File: src/rtl/free_list_pkg.sv
// Shared rename-stage definitions: physical register file sizing and the PREG index type.
`ifndef PHYS_REG_SZ
`define PHYS_REG_SZ 64
`endif
`ifndef PHYS_REG_IDX_SZ
`define PHYS_REG_IDX_SZ 5
`endif

package free_list_pkg;
  typedef logic [`PHYS_REG_IDX_SZ:0] PREG;
endpackage

File: src/rtl/free_list.sv
// Circular-buffer free list of physical register indices for rename/retire/restore.
// Optional: FREE_LIST_BYPASS_EN (empty-list free-to-alloc bypass), DEBUG_PRINT (negedge dump).
`ifndef PHYS_REG_SZ
`define PHYS_REG_SZ 64
`endif
`ifndef PHYS_REG_IDX_SZ
`define PHYS_REG_IDX_SZ 5
`endif

module free_list
  import free_list_pkg::*;
#(
  parameter int PHYS_REGS = `PHYS_REG_SZ,
  parameter int IDX_W     = `PHYS_REG_IDX_SZ + 1
) (
  input  logic                         clk,
  input  logic                         reset,
  input  logic                         alloc_req,
  output logic                         alloc_valid,
  output logic [IDX_W-1:0]             alloc_preg,
  input  logic                         free_enable,
  input  logic [IDX_W-1:0]             free_preg_idx,
  input  logic                         restore_enable,
  output logic [$clog2(PHYS_REGS):0]   free_count
);

  localparam int PTR_W = IDX_W + 1;
  localparam int CNT_W = $clog2(PHYS_REGS) + 1;

  logic [IDX_W-1:0] entries [PHYS_REGS];
  logic [PTR_W-1:0] head, tail, retire_head;
  logic [PTR_W-1:0] head_nxt, tail_nxt, retire_head_nxt;
  logic             bypass, do_alloc, push;

  assign free_count = CNT_W'(tail - head);

  always_comb begin
    bypass = 1'b0;
`ifdef FREE_LIST_BYPASS_EN
    bypass = (free_count == '0) && free_enable && (free_preg_idx != '0) && !restore_enable;
`endif
    alloc_valid = ((free_count != '0) && !restore_enable) || bypass;
    alloc_preg  = bypass ? free_preg_idx : entries[head[IDX_W-1:0]];
  end

  // Preg 0 is the shared reset mapping and never re-enters the list.
  assign do_alloc = alloc_req && alloc_valid;
  assign push     = free_enable && (free_preg_idx != '0);

  always_comb begin
    tail_nxt        = tail + PTR_W'(push);
    retire_head_nxt = retire_head + PTR_W'(free_enable);
    if (restore_enable)
      head_nxt = retire_head + PTR_W'(free_enable);
    else
      head_nxt = head + PTR_W'(do_alloc);
  end

  always_ff @(posedge clk or posedge reset) begin
    if (reset) begin
      head        <= '0;
      retire_head <= '0;
      tail        <= PTR_W'(PHYS_REGS - 1);
      for (int i = 0; i < PHYS_REGS; i++)
        entries[i] <= IDX_W'(i + 1);
    end else begin
      head        <= head_nxt;
      tail        <= tail_nxt;
      retire_head <= retire_head_nxt;
      if (push)
        entries[tail[IDX_W-1:0]] <= free_preg_idx;
    end
  end

  // Retiring with no outstanding allocation, or overfilling, means upstream is broken.
  a_retire_underflow: assert property (@(posedge clk) disable iff (reset)
    !(free_enable && (retire_head == head)));
  a_push_overflow: assert property (@(posedge clk) disable iff (reset)
    !(push && (free_count == CNT_W'(PHYS_REGS))));

`ifdef DEBUG_PRINT
  function automatic void print_free_list();
    $display("free_list head=%0d tail=%0d retire_head=%0d count=%0d",
             head, tail, retire_head, free_count);
    for (int i = 0; i < PHYS_REGS; i++)
      $display("  [%0d] %0d", i, entries[i]);
  endfunction

  always @(negedge clk) print_free_list();
`endif

endmodule

File: config.mk
export PLATFORM = sky130hd
export DESIGN_NAME = free_list
export DESIGN_NICKNAME = d
export VERILOG_FILES = /design/src/rtl/free_list_pkg.sv /design/src/rtl/free_list.sv
export SDC_FILE = /design/constraint.sdc
export NUM_CORES = 1
export LEC_CHECK = 0
export BUFFER_PORTS_ARGS = -buffer_cell sky130_fd_sc_hd__buf_4
export CORE_ASPECT_RATIO = 0.6
export CORE_MARGIN = 2
export CORE_UTILIZATION = 39
export CTS_CLUSTER_SIZE = 16
export DETAILED_ROUTE_END_ITERATION = 16
export SLEW_MARGIN = 25
export SYNTH_ARGS = -nofsm -noshare
export SYNTH_HDL_FRONTEND = slang
export SYNTH_SLANG_ARGS = --single-unit
File: constraint.sdc
create_clock -name clk -period 13.35 [get_ports clk]
set_clock_uncertainty 0.2 [all_clocks]
set_input_delay 0.6675 -clock clk [delete_from_list [all_inputs] [get_ports clk]]
set_output_delay 0.6675 -clock clk [all_outputs]
set_load 0.03 [all_outputs]
==> results by group <==
Status
  – Outcome: finished, final reports clean

Worst setup path
  – CP Max Fanout: 40
  – Crit. End Element: output port
  – R2r endpoint: head[6]$_DFF_PP0_
  – R2r setup slk: 9.31 ns
  – Slowest stage delay, CP: 0.85 ns
  – CP top delay family: buffers and inverters
  – Crit path kind: reg -> out
  – Worst r2r path cells: 12
  – Slowest CP cell: dfrtp_4
  – CP Cell Sequence: buf_4 > mux4_2 > a22oi_1 > nand2_1 > a22oi_1 > o221ai_1 > buf_4
  – Worst Setup Start Kind: flop
  – Crit path depth: 7
  – CP Launch Point: head[0]$_DFF_PP0_
  – Reg-to-Reg Start: head[0]$_DFF_PP0_
  – Worst path bufs/invs: 2
  – Worst EP arrival: 4.05 ns
  – CP required: 12.48 ns

Power and ir drop
  – Total power: 5.073 mW
  – Pwr per Cell Area: 241.3 nW/um^2
  – Int Power: 3.352 mW
  – Sw Share: 0.3393
  – Psw: 1.721 mW
  – Clk network pwr share: 0.229
  – Gate power share: 0.355
  – Leak pwr: 8.609 nW
  – Reg power frac: 0.416
  – Max VDD drop: 0.0001097 V

Flow run
  – MaxCap Viol Count: 0

Route
  – Final antenna-violating net count: 0
  – Post-DR vias/cell: 5.643
  – Wirelength per Cell: 24.69 um
  – Routed wire length: 47.02 mm
  – Initial DRC Count: 754
  – Routed wl met2: 18.85 mm
  – Via count: 10750
  – Uppermost layer routed: met4
  – WL met1: 24.58 mm
  – # DRC: 0
  – First-pass DRT Iterations: 5
  – Met3 wire len: 2.848 mm

Clock tree
  – Hold buffer count at cts: 0
  – Clock root buffer: clkbuf_16
  – Max Root-Sink Buffers: 3
  – Post-CTS Resized: 0
  – H-tree depth: 2
  – # clock sinks: 405
  – CTS tree: done
  – Reg clk slew, reported paths: 0.07 ns
  – Postcts setup bufs: 0
  – Worst skew pair latency: 0.54 ns
  – CTS buffer count: 39

Global route
  – Initial antenna violation count: 0
  – Congestion Overflow GR: 0
  – Via count of the first global-routing pass: 11050
  – First-pass GRT wire length: 72.88 mm
  – Gr usage total: 0.1913
  – Largest net degree at the start of global routing: 155

Timing
  – Final hold vios: 0
  – Slew @ Worst Pin: 1.030 ns
  – RSZ-0062 raised after global routing: no
  – Hold Slack: 0.05321 ns
  – Final setup TNS: 0 ns
  – Slew HR: 0.3132
  – Final Max Tran Viols: 0
  – Tcrit/Tclk final: 0.3685
  – Final setup viols: 0
  – F_max: 203.3 MHz
  – Post-route minimum period: 4.920 ns

Logic synthesis
  – Sequential area share after synthesis: 0.5473
  – Leading area contributor after synthesis: dfstp_2
  – Fraction of registers with async set/reset: 1.000
  – Share of the synthesized area in the top cell type: 0.2742
  – Synth Instances: 1238
  – Most used DFF post-synth: dfrtp_1
  – #FFs+latches synth: 405
  – Cell area after synthesis: 18970 um^2
  – Synth warnings: 0
  – Number of synthesized flops with an enable pin: 0
  – Area contributors post-synth: dfstp_2, dfrtp_1, mux2_2
  – Syn nets: 1262
  – Netlist cell types: 45
  – Synth Area per Inst: 15.32 um^2

Floorplanning
  – Row count: 62
  – Die W: 288.7 um
  – Die Area: 50480 um^2
  – Starting Density: 0.3957
  – Core ar.: 47940 um^2
  – I/O pin total: 25
  – Die Y: 174.8 um

Place
  – GP Congestion: 0.7700
  – Post-DP HPWL: 29.47 mm
  – Buffers on Ports: 24

Min path
  – Worst min path class: in -> async

Final layout
  – Final Net Count: 1257
  – Layout cells sized above 1: 0.6305
  – Syn-to-layout area delta: 10.82%
  – Diodes inserted: 0
[registers in the layout, indices dropped and copies added (netlist names)]
signal,cells
entries,384
head,7
retire_head,7
tail,7
[cells in the mapped netlist, drive strengths merged, types with 11 or more instances]
| cell | number |
|---|---|
| a221oi | 13 |
| a22o | 12 |
| a22oi | 30 |
| buf | 19 |
| clkbuf | 60 |
| dfrtp | 207 |
| dfstp | 198 |
| ha | 12 |
| inv | 12 |
| mux2 | 386 |
| mux4 | 96 |
| nand2 | 35 |
| nor2 | 79 |
| xnor2 | 11 |
[cells by family after synthesis]
kind of cell | Yosys count | share of synthesized area
AOI/OAI and AO/OA | 81 | 0.03363
xor gates and xnor gates | 17 | 0.007848
adders and majority gates | 13 | 0.008969
buffers and inverters | 91 | 0.02176
DFF | 405 | 0.5473
muxes | 482 | 0.3431
and+or+nand+nor | 149 | 0.03746
[power groups by stage]
stage               logic, mW  registers [mW]  clock network [mW]
floorplan                1.39            1.96                   0
global placement         1.77            2.12                   0
detailed placement       1.80            2.12                   0
CTS                      1.80            2.11                1.19
global route             1.92            2.18                1.24
finish                   1.80            2.11                1.16
[cell usage in the layout, fill, tap and decap left out, types with 9 or more instances in the layout]
cell type  Yosys  final
dfstp_2      198    198
xnor2_1       11     11
mux4_2        96     96
ha_1          12     12
a22o_1        12     12
nor2_2        11     11
inv_1         12     11
clkbuf_1      60     12
clkbuf_16      0     39
a22oi_1       28     28
a221oi_1      13     13
nand2_1       30     30
nor2_1        63     62
mux2_2       380    380
dfrtp_1      207    205
buf_4          3     31
nand3_1        9      9
[through the flow]
| stage | instance area [um^2] | utilization | setup WS, ns | cells |
|---|---|---|---|---|
| finish | 21030 | 0.4386 | 8.430 | 1904 |
| global route | 21030 | 0.4386 | 8.164 | 1904 |
| CTS | 21020 | 0.4385 | 8.324 | 1904 |
| detailed placement | 19700 | 0.4109 | 8.917 | 1832 |
| global placement | 19700 | 0.4109 | 8.916 | 1832 |
| floorplan | 18970 | - | 1.544 | 1238 |
[worst reg2reg max path: cells and delay by family (launching register included)]
family          cells  cell delay [ns]
flops               1             0.72
simple gates        3             0.62
fa+ha+maj           4             1.34
xor+xnor            1             0.13
compound gates      3             0.86
buf+inv             1             0.08
[layer usage]
layer / up-vias / track usage
met5: - / 0
met4: 0 / 0.03479
met3: 57 / 0.04125
met2: 275 / 0.2527
met1: 5802 / 0.3170
li1: 4611 / -
[how the worst max path moves through the flow]
stage                             end  slack, ns
2_1_floorplan  entries[0]$_DFFE_PP0P_       1.54
3_3_place_gp            alloc_preg[0]       8.92
3_5_place_dp            alloc_preg[0]       8.92
4_1_cts                 alloc_preg[0]       8.32
5_1_grt                 alloc_preg[0]       8.16
6_report                alloc_preg[4]       8.43
[layout make-up]
| cell class | count | area, um^2 |
|---|---|---|
| Sequential cell | 405 | 10390 |
| Timing Repair Buffer | 33 | 264.0 |
| Tap cell | 640 | 800.8 |
| Inverter | 12 | 52.55 |
| Fill cell | 4286 | 26920 |
| Clock buffer | 58 | 1117 |
| Clock inverter | 14 | 206.4 |
| Multi-Input combinational cell | 742 | 8194 |
Power figures use the tool's default switching activity.
